==> src/rtl/shift_arb_if.sv <==
// Requester handshakes, per-requester responses and the shared-shifter drive bundle for shift_arb.
interface shift_arb_if;
    localparam int unsigned DATA_W  = 64;
    localparam int unsigned PARAM_W = 7;
    localparam int unsigned WIDE_W  = 11;
    localparam int unsigned OP_W    = 2;

    logic               a_valid;
    logic               a_ready;
    logic [DATA_W-1:0]  a_in;
    logic [PARAM_W-1:0] a_param;
    logic [WIDE_W-1:0]  a_wide;
    logic [OP_W-1:0]    a_op;

    logic               b_valid;
    logic               b_ready;
    logic [DATA_W-1:0]  b_in;
    logic [PARAM_W-1:0] b_param;
    logic [WIDE_W-1:0]  b_wide;
    logic [OP_W-1:0]    b_op;

    logic               a_rsp_valid;
    logic               b_rsp_valid;
    logic               a_rsp_ready;
    logic               b_rsp_ready;
    logic [DATA_W-1:0]  rsp_data;

    logic [DATA_W-1:0]  sh_in;
    logic [PARAM_W-1:0] sh_param;
    logic [WIDE_W-1:0]  sh_wide;
    logic [OP_W-1:0]    sh_op;
    logic [DATA_W-1:0]  sh_out;

    logic               busy;

    modport slave (
        input  a_valid, a_in, a_param, a_wide, a_op,
        input  b_valid, b_in, b_param, b_wide, b_op,
        input  a_rsp_ready, b_rsp_ready, sh_out,
        output a_ready, b_ready, a_rsp_valid, b_rsp_valid, rsp_data,
        output sh_in, sh_param, sh_wide, sh_op, busy
    );

    modport master (
        output a_valid, a_in, a_param, a_wide, a_op,
        output b_valid, b_in, b_param, b_wide, b_op,
        output a_rsp_ready, b_rsp_ready, sh_out,
        input  a_ready, b_ready, a_rsp_valid, b_rsp_valid, rsp_data,
        input  sh_in, sh_param, sh_wide, sh_op, busy
    );
endinterface

==> src/rtl/shift_arb.sv <==
// Two-requester arbiter in front of one shared combinational 64-bit shifter (IDLE/ISSUE/HOLD).
// Define SHIFT_ARB_FIXED_PRIO_EN for fixed A-over-B priority; default build is round-robin.
module shift_arb (
    input  logic       clk,
    input  logic       rst_n,
    shift_arb_if.slave io_bus
);
    localparam int unsigned DATA_W  = 64;
    localparam int unsigned PARAM_W = 7;
    localparam int unsigned WIDE_W  = 11;
    localparam int unsigned OP_W    = 2;

    typedef enum logic [1:0] {
        S_IDLE  = 2'd0,
        S_ISSUE = 2'd1,
        S_HOLD  = 2'd2
    } state_t;

    state_t             r_state;
    logic               r_owner_b;
    logic               r_busy;
    logic               r_a_rsp_valid;
    logic               r_b_rsp_valid;
    logic [DATA_W-1:0]  r_sh_in;
    logic [PARAM_W-1:0] r_sh_param;
    logic [WIDE_W-1:0]  r_sh_wide;
    logic [OP_W-1:0]    r_sh_op;
    logic [DATA_W-1:0]  r_rsp_data;

    logic               w_grant_a;
    logic               w_grant_b;
    logic               w_owner_rdy;

`ifndef SHIFT_ARB_FIXED_PRIO_EN
    logic               r_ptr_b;
`endif

    // Grant decode; ready is gated by rst_n so it drops immediately while reset is held.
    always_comb begin
        w_grant_a = 1'b0;
        w_grant_b = 1'b0;
        if (rst_n && (r_state == S_IDLE)) begin
`ifdef SHIFT_ARB_FIXED_PRIO_EN
            if (io_bus.a_valid) begin
                w_grant_a = 1'b1;
            end else if (io_bus.b_valid) begin
                w_grant_b = 1'b1;
            end
`else
            if (io_bus.a_valid && (!io_bus.b_valid || !r_ptr_b)) begin
                w_grant_a = 1'b1;
            end else if (io_bus.b_valid) begin
                w_grant_b = 1'b1;
            end
`endif
        end
    end

    assign w_owner_rdy = r_owner_b ? io_bus.b_rsp_ready : io_bus.a_rsp_ready;

    always_ff @(posedge clk or negedge rst_n) begin
        if (!rst_n) begin
            r_state       <= S_IDLE;
            r_owner_b     <= 1'b0;
            r_busy        <= 1'b0;
            r_a_rsp_valid <= 1'b0;
            r_b_rsp_valid <= 1'b0;
            r_sh_in       <= '0;
            r_sh_param    <= '0;
            r_sh_wide     <= '0;
            r_sh_op       <= '0;
            r_rsp_data    <= '0;
`ifndef SHIFT_ARB_FIXED_PRIO_EN
            r_ptr_b       <= 1'b0;
`endif
        end else begin
            case (r_state)
                S_IDLE: begin
                    if (w_grant_a || w_grant_b) begin
                        r_state    <= S_ISSUE;
                        r_busy     <= 1'b1;
                        r_owner_b  <= w_grant_b;
                        r_sh_in    <= w_grant_b ? io_bus.b_in    : io_bus.a_in;
                        r_sh_param <= w_grant_b ? io_bus.b_param : io_bus.a_param;
                        r_sh_wide  <= w_grant_b ? io_bus.b_wide  : io_bus.a_wide;
                        r_sh_op    <= w_grant_b ? io_bus.b_op    : io_bus.a_op;
`ifndef SHIFT_ARB_FIXED_PRIO_EN
                        // Favour whichever requester was not just served.
                        r_ptr_b    <= w_grant_a;
`endif
                    end
                end
                S_ISSUE: begin
                    r_state       <= S_HOLD;
                    r_rsp_data    <= io_bus.sh_out;
                    r_a_rsp_valid <= !r_owner_b;
                    r_b_rsp_valid <= r_owner_b;
                end
                S_HOLD: begin
                    if (w_owner_rdy) begin
                        r_state       <= S_IDLE;
                        r_busy        <= 1'b0;
                        r_a_rsp_valid <= 1'b0;
                        r_b_rsp_valid <= 1'b0;
                    end
                end
                default: begin
                    r_state       <= S_IDLE;
                    r_busy        <= 1'b0;
                    r_a_rsp_valid <= 1'b0;
                    r_b_rsp_valid <= 1'b0;
                end
            endcase
        end
    end

    assign io_bus.a_ready     = w_grant_a;
    assign io_bus.b_ready     = w_grant_b;
    assign io_bus.a_rsp_valid = r_a_rsp_valid;
    assign io_bus.b_rsp_valid = r_b_rsp_valid;
    assign io_bus.rsp_data    = r_rsp_data;
    assign io_bus.sh_in       = r_sh_in;
    assign io_bus.sh_param    = r_sh_param;
    assign io_bus.sh_wide     = r_sh_wide;
    assign io_bus.sh_op       = r_sh_op;
    assign io_bus.busy        = r_busy;
endmodule

==> src/flat_wrapper.sv <==
// flat-port wrapper written by rule: the top's interface ports become plain ports
module shift_arb_flat 
  (clk, rst_n, io_bus_a_valid, io_bus_a_in, io_bus_a_param, io_bus_a_wide, io_bus_a_op, io_bus_b_valid, io_bus_b_in, io_bus_b_param, io_bus_b_wide, io_bus_b_op, io_bus_a_rsp_ready, io_bus_b_rsp_ready, io_bus_sh_out, io_bus_a_ready, io_bus_b_ready, io_bus_a_rsp_valid, io_bus_b_rsp_valid, io_bus_rsp_data, io_bus_sh_in, io_bus_sh_param, io_bus_sh_wide, io_bus_sh_op, io_bus_busy);
  shift_arb_if io_bus_i ();
  input  logic clk;
  input  logic rst_n;
  input wire logic [$bits(io_bus_i.a_valid)-1:0] io_bus_a_valid;
  input wire logic [$bits(io_bus_i.a_in)-1:0] io_bus_a_in;
  input wire logic [$bits(io_bus_i.a_param)-1:0] io_bus_a_param;
  input wire logic [$bits(io_bus_i.a_wide)-1:0] io_bus_a_wide;
  input wire logic [$bits(io_bus_i.a_op)-1:0] io_bus_a_op;
  input wire logic [$bits(io_bus_i.b_valid)-1:0] io_bus_b_valid;
  input wire logic [$bits(io_bus_i.b_in)-1:0] io_bus_b_in;
  input wire logic [$bits(io_bus_i.b_param)-1:0] io_bus_b_param;
  input wire logic [$bits(io_bus_i.b_wide)-1:0] io_bus_b_wide;
  input wire logic [$bits(io_bus_i.b_op)-1:0] io_bus_b_op;
  input wire logic [$bits(io_bus_i.a_rsp_ready)-1:0] io_bus_a_rsp_ready;
  input wire logic [$bits(io_bus_i.b_rsp_ready)-1:0] io_bus_b_rsp_ready;
  input wire logic [$bits(io_bus_i.sh_out)-1:0] io_bus_sh_out;
  output wire logic [$bits(io_bus_i.a_ready)-1:0] io_bus_a_ready;
  output wire logic [$bits(io_bus_i.b_ready)-1:0] io_bus_b_ready;
  output wire logic [$bits(io_bus_i.a_rsp_valid)-1:0] io_bus_a_rsp_valid;
  output wire logic [$bits(io_bus_i.b_rsp_valid)-1:0] io_bus_b_rsp_valid;
  output wire logic [$bits(io_bus_i.rsp_data)-1:0] io_bus_rsp_data;
  output wire logic [$bits(io_bus_i.sh_in)-1:0] io_bus_sh_in;
  output wire logic [$bits(io_bus_i.sh_param)-1:0] io_bus_sh_param;
  output wire logic [$bits(io_bus_i.sh_wide)-1:0] io_bus_sh_wide;
  output wire logic [$bits(io_bus_i.sh_op)-1:0] io_bus_sh_op;
  output wire logic [$bits(io_bus_i.busy)-1:0] io_bus_busy;
  assign io_bus_i.a_valid = io_bus_a_valid;
  assign io_bus_i.a_in = io_bus_a_in;
  assign io_bus_i.a_param = io_bus_a_param;
  assign io_bus_i.a_wide = io_bus_a_wide;
  assign io_bus_i.a_op = io_bus_a_op;
  assign io_bus_i.b_valid = io_bus_b_valid;
  assign io_bus_i.b_in = io_bus_b_in;
  assign io_bus_i.b_param = io_bus_b_param;
  assign io_bus_i.b_wide = io_bus_b_wide;
  assign io_bus_i.b_op = io_bus_b_op;
  assign io_bus_i.a_rsp_ready = io_bus_a_rsp_ready;
  assign io_bus_i.b_rsp_ready = io_bus_b_rsp_ready;
  assign io_bus_i.sh_out = io_bus_sh_out;
  assign io_bus_a_ready = io_bus_i.a_ready;
  assign io_bus_b_ready = io_bus_i.b_ready;
  assign io_bus_a_rsp_valid = io_bus_i.a_rsp_valid;
  assign io_bus_b_rsp_valid = io_bus_i.b_rsp_valid;
  assign io_bus_rsp_data = io_bus_i.rsp_data;
  assign io_bus_sh_in = io_bus_i.sh_in;
  assign io_bus_sh_param = io_bus_i.sh_param;
  assign io_bus_sh_wide = io_bus_i.sh_wide;
  assign io_bus_sh_op = io_bus_i.sh_op;
  assign io_bus_busy = io_bus_i.busy;
  shift_arb u_core (.clk(clk), .rst_n(rst_n), .io_bus(io_bus_i));
endmodule
==> config.mk <==
export PLATFORM = sky130hd
export DESIGN_NAME = shift_arb_flat
export DESIGN_NICKNAME = d
export VERILOG_FILES = /design/src/rtl/shift_arb_if.sv /design/src/rtl/shift_arb.sv /design/src/flat_wrapper.sv
export SDC_FILE = /design/constraint.sdc
export NUM_CORES = 1
export LEC_CHECK = 0
export CAP_MARGIN = 30
export CORE_AREA = 4 4 150 152
export CTS_BUF_LIST = sky130_fd_sc_hd__clkbuf_4
export DETAILED_ROUTE_END_ITERATION = 8
export DIE_AREA = 0 0 154 156
export PLACE_DENSITY_LB_ADDON = 0.1
export SLEW_MARGIN = 20
export SYNTH_ARGS = -nofsm -noshare
export SYNTH_HDL_FRONTEND = slang
export SYNTH_SLANG_ARGS = --single-unit
export TNS_END_PERCENT = 30
==> constraint.sdc <==
create_clock -name clk -period 3.1 [get_ports clk]
set_clock_uncertainty 0.05 [all_clocks]
set_input_delay 0.465 -clock clk [delete_from_list [all_inputs] [get_ports clk]]
set_output_delay 0.465 -clock clk [all_outputs]
set_load 0.005 [all_outputs]
Word level (Yosys, flattened, before mapping)

Index checks and enable logic that the tools add are counted.

Eq/ne operators: 4
Multiplexer cells: 18
Bitwise gates (word level): 2
Reductions and logical operators: 12

Operators with widths:

| kind                                                                     | number |
|---|---|
| 64-bit 2-to-1 mux                                                        | 1 |
| 11-bit 2-to-1 mux                                                        | 1 |
| 1-bit one-hot mux with 3 select lines                                    | 3 |
| 1-bit 2-to-1 mux                                                         | 8 |
| 7-bit 2-to-1 mux                                                         | 1 |
| 2-bit 2-to-1 mux                                                         | 3 |
| 2-bit one-hot mux with 3 select lines                                    | 1 |
| 2-bit AND reduction                                                      | 3 |
| 1-bit logical NOT                                                        | 3 |
| 3-bit AND reduction                                                      | 1 |
| 2-bit by 1-bit == test with 1-bit output (second input constant)         | 1 |
| 2-bit == test (second input constant)                                    | 1 |
| 1-bit logical AND                                                        | 2 |
| 2-bit logical NOT                                                        | 1 |
| 1-bit logical OR                                                         | 2 |
| 2-bit by 1-bit inequality test with 1-bit output (second input constant) | 1 |
| 2-bit inequality test (second input constant)                            | 1 |
| 1-bit NOT                                                                | 2 |

Bits in registers: 155
Input bits: 238
Word-level logic and storage cells: 47

Longest topological paths before layout

Gate-level depths: netlist (run 1).

Depth in word-level cells: 8
Gate-level depth with buffers: 6
Depth with buffers taken out: 4

Worst setup path after synthesis (run 1)

No wires, ideal clock.

Path kind: flip-flop to output port
From: reg u_core.r_state[0]
To: out io_bus_b_ready
Arrival time: 1.429 ns
Data required time: 2.585 ns
Setup slack: 1.156 ns
Stages on the path, launching flop included: 6
Cell sequence: dfrtp_1 -> or3b_1 -> buf_2 -> buf_6 -> buf_2 -> nor3_1

Cells in the longest elaborated chain, start to end: 3

RTL lines:

| what                     | line               | source |
|---|---|---|
| start: declaration       | shift_arb.sv:19    | `state_t r_state;` |
| start signal: assignment | shift_arb.sv:63    | `r_state <= S_IDLE;` |
| start signal: assignment | shift_arb.sv:80    | `r_state <= S_ISSUE;` |
| start signal: assignment | shift_arb.sv:94    | `r_state <= S_HOLD;` |
| 2-bit logical NOT        | shift_arb.sv:42    | `if (rst_n && (r_state == S_IDLE)) begin` |
| 1-bit logical AND        | shift_arb.sv:42    |  |
| 1-bit 2-to-1 mux         | shift_arb.sv:42    |  |
| end: declaration         | flat_wrapper.sv:21 | `output wire logic [$bits(io_bus_i.b_ready)-1:0] io_bus_b_ready;` |

No other way between the ends.

Worst setup path in the final report (run 1)

From: in rst_n
To: out io_bus_b_ready

Cells in the longest elaborated chain, start to end: 2

RTL lines:

| what               | line              | source |
|---|---|---|
| start: declaration | flat_wrapper.sv:6 | `input logic rst_n;` |
| 1-bit logical AND  | shift_arb.sv:42   |  |
| 1-bit 2-to-1 mux   | shift_arb.sv:42   |  |

No other way between the ends.

==> flow_metrics.env, run 1 <==
export IMPL_ctsHoldBuffers=1
export IMPL_drive_gt1_share_pct=12.38
export IMPL_comb_power_share_pct=49.5
export IMPL_initial_utilization_pct=33.52
export IMPL_drc_errors=0
export IMPL_grt_pass1_vias=7084
export IMPL_rsz0062_at_grt="false"
export IMPL_crit_path_start_kind="primary input"
export IMPL_place_hpwl_mm=18.72
export IMPL_grt_max_degree=97
export IMPL_dr_total_vias=6827
export IMPL_crit_path_end_kind="primary output"
export IMPL_yosysMostFrequentCell="dfrtp_1"
export IMPL_cts_tree="done"
export IMPL_syn_to_final_growth_pct=62.95
export IMPL_finalWorstPathRequiredPeriod_ns=2.842
export IMPL_drtAntennaViolNets=0
export IMPL_nets=1251
export IMPL_synth_edf_count=0
export IMPL_vias_per_cell=5.239
export IMPL_synth_cell_type_count=30
export IMPL_synth_seq_cells=155
export IMPL_fillers=1918
export IMPL_synth_top_area_cell="dfrtp_1"
export IMPL_routed_wl_mm=27.21
export IMPL_clockBufferDepth=2
export IMPL_ioPinCount=391
export IMPL_path_cells="dlygate4sd3_1, buf_6, or3b_4, nor3_1, clkdlybuf4s50_1"
export IMPL_die_w_um=154
export IMPL_core_area_um2=21020
export IMPL_gp_congestion=0.7763
export IMPL_slew_headroom_pct=40.74
export IMPL_grt_pass1_wl_mm=41.21
export IMPL_synthFlopType="dfrtp_1"
export IMPL_root_buffer="clkbuf_4"
export IMPL_syn_cell_area_um2=7046
export IMPL_clk_latency_ns=0.54
export IMPL_arrival_ns=2.33
export IMPL_grt_ovfl_total=0
export IMPL_peakVddDrop_v=0.0003427
export IMPL_syn_avg_cell_area_um2=10.69
export IMPL_maxCapViolCount=0
export IMPL_cts_resized=0
export IMPL_portBuffers=390
export IMPL_fmax_mhz=351.9
export IMPL_synth_nets=897
export IMPL_worst_path_max_delay_cell="clkdlybuf4s50_1"
export IMPL_finalSetupViolCount=0
export IMPL_die_y_um=156
export IMPL_p_per_area_nw_per_um2=825.6
export IMPL_yosysWarningCount=0
export IMPL_min_path_type="in -> reg"
export IMPL_status="completed"
export IMPL_postCtsSetupBuffers=0
export IMPL_num_rows=53
export IMPL_drt_initial_drc_count=417
export IMPL_die_area_um2=24020
export IMPL_cts_buffers_inserted=17
export IMPL_yosysSeqAreaShare_pct=55.05
export IMPL_regArea_um2=3879
export IMPL_grt_util_all_layers_pct=21.91
export IMPL_path_clk_slew_ns=0.14
export IMPL_cts_max_level=4
export IMPL_crit_type="in -> out"
export IMPL_seqPwrFrac_pct=37.5
export IMPL_drv_slew=0
export IMPL_tightest_slew_ns=0.8888
export IMPL_path_buf_inv=3
export IMPL_sw_frac_of_total_pct=34.19
export IMPL_switching_power_mw=3.241
export IMPL_power_leakage_nw=4.528
export IMPL_clockPowerShare_pct=13.0
export IMPL_cts_sinks=155
export IMPL_critPathRequiredTime_ns=2.58
export IMPL_power_internal_mw=6.238
export IMPL_first_pass_iters=4
export IMPL_routedWlPerCell_um=20.88
export IMPL_max_stage_delay_ns=0.59
export IMPL_path_max_fanout=4
export IMPL_critPathTopFamily="buffers and inverters"
export IMPL_multi_input_area_um2=2860
export IMPL_total_power_mw=9.478
export IMPL_synth_area_leaders="dfrtp_1 55%, mux2_2 10%, o31ai_1 8.6%, a31oi_1 7.5%, o21ai_0 5.2%"
export IMPL_finalHoldViolations=0
export IMPL_tns_ns=0
export IMPL_syn_inst=659
export IMPL_async_flop_share_pct=100.0
export IMPL_antenna_found_initial=4
export IMPL_post_route_period_util_pct=91.67
export IMPL_yosys_top_cells_count="155 x dfrtp_1, 84 x a31oi_1, 81 x o31ai_1"
export IMPL_yosysTopAreaCellShare_pct=55.05
[worst reg2reg max path, cell delays in order, from the launching register on]
cell,delay (ns)
dfrtp_1,0.50
nor3b_4,0.27
buf_12,0.40
nand2_2,0.33
buf_4,0.29
o31ai_1,0.28
[power groups by stage]
stage | Combinational (mW) | Clock [mW] | Sequential, mW
floorplan | 1.66 | 0 | 3.66
global placement | 4.75 | 0 | 3.55
detailed placement | 4.76 | 0 | 3.60
CTS | 4.77 | 1.30 | 3.56
global route | 5.08 | 1.36 | 3.70
finish | 4.69 | 1.24 | 3.55
[path summary, 6_finish.rpt]
path | startpoint | end | slack (ns) | cells past startpoint
worst max-delay path | rst_n | io_bus_b_ready | 0.26 | 5
worst min-delay path | io_bus_b_valid | u_core.io_bus.sh_wide[0]$_DFFE_PN0P_ | 0.20 | 3
worst max register to register | u_core.r_state[0]$_DFFE_PN0P_ | u_core.io_bus.sh_in[25]$_DFFE_PN0P_ | 0.90 | 5
worst min register to register | u_core.io_bus.sh_op[0]$_DFFE_PN0P_ | u_core.io_bus.sh_op[0]$_DFFE_PN0P_ | 0.46 | 2
max in group asynchronous | rst_n | u_core.io_bus.sh_in[25]$_DFFE_PN0P_ | 1.32 | 4
min in group asynchronous | rst_n | u_core.io_bus.sh_in[9]$_DFFE_PN0P_ | 0.53 | 3
[cells by family after synthesis]
kind of cell,synth area share [%]
compound gates,23.41
buf+inv,4.813
flops,55.05
mux,10.51
simple gates,6.216
[per-layer routing]
layer	vias up	wire, um	GRT usage, %
met5	-	19	0
met4	4	647	7.738
met1	3307	10660	26.15
met2	310	13320	36.58
li1	3166	-	-
met3	40	2565	8.100
[final cells by class]
| type | count | area share (%) |
|---|---|---|
| diodes | 2 | 0.04359 |
| multi-input cells | 426 | 24.91 |
| clock inverters | 15 | 1.330 |
| flip-flops and latches | 155 | 33.78 |
| well taps | 275 | 2.997 |
| inverters | 4 | 0.1308 |
| clock buffers | 17 | 1.112 |
| repair buffers | 409 | 35.69 |
[through the flow]
stage / util, % / setup slack, ns / cell area [um2] / hold slack [ns] / std cells
final: 54.62 / 0.2581 / 11480 / 0.2027 / 1303
after global routing: 54.62 / 0.2117 / 11480 / 0.1672 / 1303
after floorplan: - / 1.156 / 7046 / 0.1194 / 659
after detailed placement: 53.21 / 0.4848 / 11190 / 0.4412 / 1268
after global placement: 53.21 / 0.5215 / 11190 / 0.4267 / 1268
after CTS: 54.59 / 0.2254 / 11480 / 0.1465 / 1301
[registers in the layout, summed over array words and instances, names as in the netlist]
signal,flops
u_core.io_bus.sh_op,2
u_core.r_owner_b,1
u_core.io_bus.sh_wide,11
u_core.r_ptr_b,1
u_core.io_bus.sh_param,7
u_core.io_bus.busy,1
u_core.io_bus.sh_in,64
u_core.io_bus.b_rsp_valid,1
u_core.io_bus.a_rsp_valid,1
u_core.io_bus.rsp_data,64
u_core.r_state,2
[cell usage in the layout (no fill, tap or decap), types with 3 or more instances in the layout]
cell type / instances
inv_8: 6
buf_4: 15
mux2_2: 64
o31ai_2: 3
dfrtp_1: 155
a31oi_1: 84
clkinvlp_4: 4
a21oi_1: 12
buf_12: 4
o31ai_1: 81
nand4_1: 10
inv_1: 4
clkbuf_4: 17
o21ai_0: 73
nor2_1: 75
o21ai_1: 4
clkdlybuf4s50_1: 388
Power figures use the tool's default switching activity.
==> run 2, diff against run 1 <==
Settings changed: CORE_AREA 4 4 150 152 to 2 2 152 154.
==> flow_metrics.env, run 2 (synthesis gave the netlist of run 1 again) <==
export IMPL_cts_tree="done"
export IMPL_initial_utilization_pct=31.50
export IMPL_grt_max_degree=87
export IMPL_peakVddDrop_v=0.0002775
export IMPL_fillers=2103
export IMPL_syn_to_final_growth_pct=63.31
export IMPL_cts_max_level=4
export IMPL_clk_latency_ns=0.53
export IMPL_portBuffers=390
export IMPL_layout_common_cells="388 x clkdlybuf4s50_1, 155 x dfrtp_1, 84 x a31oi_1"
export IMPL_drt_initial_drc_count=341
export IMPL_drtAntennaViolNets=0
export IMPL_path_buf_inv=3
export IMPL_worst_path_max_delay_cell="clkdlybuf4s50_1"
export IMPL_min_path_type="in -> reg"
export IMPL_maxCapViolCount=0
export IMPL_clockBufferDepth=2
export IMPL_finalHoldViolations=0
export IMPL_grt_pass1_vias=6710
export IMPL_path_max_fanout=4
export IMPL_multi_input_area_um2=2860
export IMPL_crit_type="in -> out"
export IMPL_dr_total_vias=6756
export IMPL_grt_ovfl_total=0
export IMPL_cts_buffers_inserted=17
export IMPL_total_power_mw=9.492
export IMPL_nets=1252
export IMPL_rsz0062_at_grt="false"
export IMPL_drive_gt1_share_pct=12.46
export IMPL_crit_path_end_kind="primary output"
export IMPL_critPathRequiredTime_ns=2.58
export IMPL_antenna_found_initial=2
export IMPL_path_clk_slew_ns=0.14
export IMPL_vias_per_cell=5.145
export IMPL_die_w_um=154
export IMPL_tns_ns=0
export IMPL_post_route_period_util_pct=93.00
export IMPL_routed_wl_mm=26.59
export IMPL_routedWlPerCell_um=20.25
export IMPL_fmax_mhz=346.9
export IMPL_finalSetupViolCount=0
export IMPL_ioPinCount=391
export IMPL_die_area_um2=24020
export IMPL_final_common_cell="clkdlybuf4s50_1"
export IMPL_max_stage_delay_ns=0.60
export IMPL_finalWorstPathRequiredPeriod_ns=2.883
export IMPL_num_rows=55
export IMPL_path_cells="dlygate4sd3_1, buf_6, or3b_4, nor3_1, clkdlybuf4s50_1"
export IMPL_grt_util_all_layers_pct=21.65
export IMPL_slew_headroom_pct=39.19
export IMPL_regArea_um2=3879
export IMPL_die_y_um=156
export IMPL_core_area_um2=22370
export IMPL_first_pass_iters=6
export IMPL_grt_pass1_wl_mm=40.00
export IMPL_critPathTopFamily="buffers and inverters"
export IMPL_power_leakage_nw=4.535
export IMPL_place_ws_ns=0.4827
export IMPL_tightest_slew_ns=0.9121
export IMPL_timing_final_ws_setup_ns=0.2171
export IMPL_place_hpwl_mm=18.24
export IMPL_crit_path_start_kind="primary input"
export IMPL_status="completed"
export IMPL_drv_slew=0
export IMPL_arrival_ns=2.37
export IMPL_drc_errors=0
export IMPL_root_buffer="clkbuf_4"
export IMPL_p_per_area_nw_per_um2=824.9
export IMPL_cts_sinks=155
export IMPL_gp_congestion=0.7569
==> run 2: power breakdown <==
group          internal (mW)  leakage, nW  switching [mW]  total (mW)
Sequential              3.03         1.88           0.526        3.56
Clock                  0.365        0.142           0.890        1.25
Combinational           2.83         2.52            1.84        4.68
==> run 2: through the flow <==
step	hold slack, ns	cell area, um2	cells	utilization (%)
6_report	0.3678	11510	1313	51.45
4_1_cts	0.3179	11480	1311	51.31
3_3_place_gp	0.4254	11190	1278	50.01
3_5_place_dp	0.4377	11190	1278	50.01
5_1_grt	0.3248	11510	1313	51.45
2_1_floorplan	0.1194	7046	659	-
==> run 2: per-layer routing <==
| metal | up-vias | routed length (um) | GRT usage, % |
|---|---|---|---|
| met5 | - | 0 | 0 |
| met4 | 0 | 329 | 5.785 |
| met3 | 20 | 2425 | 8.000 |
| met2 | 288 | 12940 | 36.58 |
| met1 | 3277 | 10900 | 26.13 |
| li1 | 3171 | - | - |
==> run 2: area by class of cell <==
| cell class | count | area share, % |
|---|---|---|
| multi-input combinational | 426 | 24.86 |
| tap | 285 | 3.099 |
| antenna | 1 | 0.02175 |
| sequential | 155 | 33.71 |
| clock inverter | 15 | 1.327 |
| timing repair buffer | 410 | 35.74 |
| inverter | 4 | 0.1305 |
| clock buffer | 17 | 1.109 |
==> run 2: worst register-to-register path, cell delays in order (launching register included) <==
cell and delay [ns]:
dfrtp_1 0.50, or2b_2 0.70, buf_12 0.31, mux2_2 0.37
==> run 2: path summary, 6_finish.rpt <==
check / from / to / cells after the start / slack, ns
worst max-delay path: rst_n / io_bus_b_ready / 5 / 0.22
worst min-delay path: io_bus_b_valid / u_core.io_bus.sh_in[39]$_DFFE_PN0P_ / 3 / 0.37
worst max register to register: u_core.r_state[0]$_DFFE_PN0P_ / u_core.io_bus.rsp_data[8]$_DFFE_PN0N_ / 3 / 1.08
worst min register to register: u_core.io_bus.sh_op[0]$_DFFE_PN0P_ / u_core.io_bus.sh_op[0]$_DFFE_PN0P_ / 2 / 0.47
max in group asynchronous: rst_n / u_core.io_bus.sh_wide[0]$_DFFE_PN0P_ / 5 / 1.28
min in group asynchronous: rst_n / u_core.io_bus.rsp_data[61]$_DFFE_PN0N_ / 3 / 0.49
==> run 2: repair_timing <==
action                                 in CTS  in global routing
setup buffers                               0                  0
hold buffers                                1                  0
endpoints found under the hold margin      31                  0
resized for setup                           0                  0
==> run 3, diff against run 2 <==
Settings changed: RECOVER_POWER set to 25.
==> flow_metrics.env, run 3 (synthesis gave the netlist of run 1 again) <==
export IMPL_path_max_fanout=4
export IMPL_num_rows=55
export IMPL_drc_errors=0
export IMPL_root_buffer="clkbuf_4"
export IMPL_p_per_area_nw_per_um2=825.8
export IMPL_critPathRequiredTime_ns=2.58
export IMPL_syn_to_final_growth_pct=63.17
export IMPL_grt_util_all_layers_pct=21.65
export IMPL_gp_congestion=0.7569
export IMPL_final_common_cell="clkdlybuf4s50_1"
export IMPL_ioPinCount=391
export IMPL_arrival_ns=2.37
export IMPL_layout_common_cells="388 x clkdlybuf4s50_1, 155 x dfrtp_1, 84 x a31oi_1"
export IMPL_startpoint="rst_n"
export IMPL_min_path_type="in -> reg"
export IMPL_tightest_slew_ns=1.704
export IMPL_crit_path_end_kind="primary output"
export IMPL_cts_resized=0
export IMPL_violations="max-capacitance violations, max-slew violations"
export IMPL_cts_sinks=155
export IMPL_nets=1252
export IMPL_place_inst=1278
export IMPL_maxCapViolCount=1
export IMPL_drtAntennaViolNets=0
export IMPL_finalHoldViolations=0
export IMPL_crit_path_start_kind="primary input"
export IMPL_routedWlPerCell_um=20.26
export IMPL_core_area_um2=22370
export IMPL_place_hpwl_mm=18.24
export IMPL_first_pass_iters=6
export IMPL_grt_pass1_wl_mm=40.00
export IMPL_fmax_mhz=347.0
export IMPL_initial_utilization_pct=31.50
export IMPL_hold_start="io_bus_b_valid"
export IMPL_postCtsSetupBuffers=0
export IMPL_slew_headroom_pct=-13.57
export IMPL_antenna_found_initial=2
export IMPL_drv_slew=32
export IMPL_clk_latency_ns=0.53
export IMPL_dr_total_vias=6763
export IMPL_fin_cells=1313
export IMPL_path_clk_slew_ns=0.14
export IMPL_drt_initial_drc_count=346
export IMPL_status="finished with violations"
export IMPL_grt_pass1_vias=6710
export IMPL_die_y_um=156
export IMPL_r2r_start="u_core.r_state[0]$_DFFE_PN0P_"
export IMPL_cts_buffers_inserted=17
export IMPL_clockBufferDepth=2
export IMPL_grt_ovfl_total=0
export IMPL_finalWorstPathRequiredPeriod_ns=2.882
export IMPL_ctsHoldBuffers=1
export IMPL_routed_wl_mm=26.60
export IMPL_vias_per_cell=5.151
export IMPL_die_area_um2=24020
export IMPL_portBuffers=390
export IMPL_drive_gt1_share_pct=12.27
export IMPL_finalSetupViolCount=0
export IMPL_die_w_um=154
export IMPL_peakVddDrop_v=0.0002776
export IMPL_tns_ns=0
export IMPL_cts_max_level=4
export IMPL_post_route_period_util_pct=92.95
export IMPL_cts_tree="done"
export IMPL_rsz0062_at_grt="false"
export IMPL_grt_max_degree=87
export IMPL_power_leakage_nw=4.529
export IMPL_crit_type="in -> out"
==> run 3: cell count changes in the layout (fill, tap and decap cells not counted), sizes merged <==
cell / before / now
buf: 21 / 18
clkbuf: 17 / 20
==> run 3: worst max-delay path, cell delays in order <==
cell	delay, ns
dlygate4sd3_1	0.57
buf_6	0.13
or3b_4	0.38
nor3_1	0.22
clkdlybuf4s50_1	0.60
==> run 3: final cells by class <==
cell class                      instances  area [um2]
Antenna cell                            1       2.502
Clock buffer                           17       127.6
Clock inverter                         15       152.6
Fill cell                            2104       10870
Inverter                                4       15.01
Multi-Input combinational cell        426        2859
Sequential cell                       155        3879
Tap cell                              285       356.6
Timing Repair Buffer                  410        4104
==> run 3: metal layers <==
metal  part of all wire (%)  track usage, %  routed length [um]  vias to the layer above
li1                       -               -                   -                     3172
met4                    1.2           5.785                 329                        0
met3                    9.3           8.000                2463                       20
met2                     49           36.58               12940                      287
met1                     41           26.13               10860                     3284
met5                      0               0                   0                        -
==> run 3: metrics by stage <==
stage	cell area (um2)	setup slack [ns]	hold slack [ns]	power [mW]	util [%]
detailed placement	11190	0.4827	0.4377	8.341	50.01
global placement	11190	0.5184	0.4254	8.294	50.01
CTS	11480	0.1724	0.3179	9.623	51.31
floorplan	7046	1.156	0.1194	5.316	-
global route	11500	0.1585	0.3248	10.14	51.40
finish	11500	0.2184	0.3678	9.493	51.40
==> run 3: power by group <==
| group | total, mW | switching (mW) | internal [mW] |
|---|---|---|---|
| registers | 3.56 | 0.527 | 3.03 |
| logic | 4.68 | 1.84 | 2.83 |
| clock network | 1.25 | 0.889 | 0.365 |
| total | 9.49 | 3.26 | 6.23 |
==> run 3: final timing paths <==
| kind | endpoint | slack, ns | cells after the start |
|---|---|---|---|
| min in group asynchronous | u_core.io_bus.sh_in[52]$_DFFE_PN0P_ | 0.90 | 3 |
| max reg2reg | u_core.io_bus.rsp_data[8]$_DFFE_PN0N_ | 0.64 | 3 |
| max in group asynchronous | u_core.io_bus.sh_wide[0]$_DFFE_PN0P_ | 0.59 | 5 |
| min | u_core.io_bus.sh_in[39]$_DFFE_PN0P_ | 0.37 | 3 |
| min reg2reg | u_core.io_bus.sh_op[0]$_DFFE_PN0P_ | 0.47 | 2 |
| max | io_bus_b_ready | 0.22 | 5 |
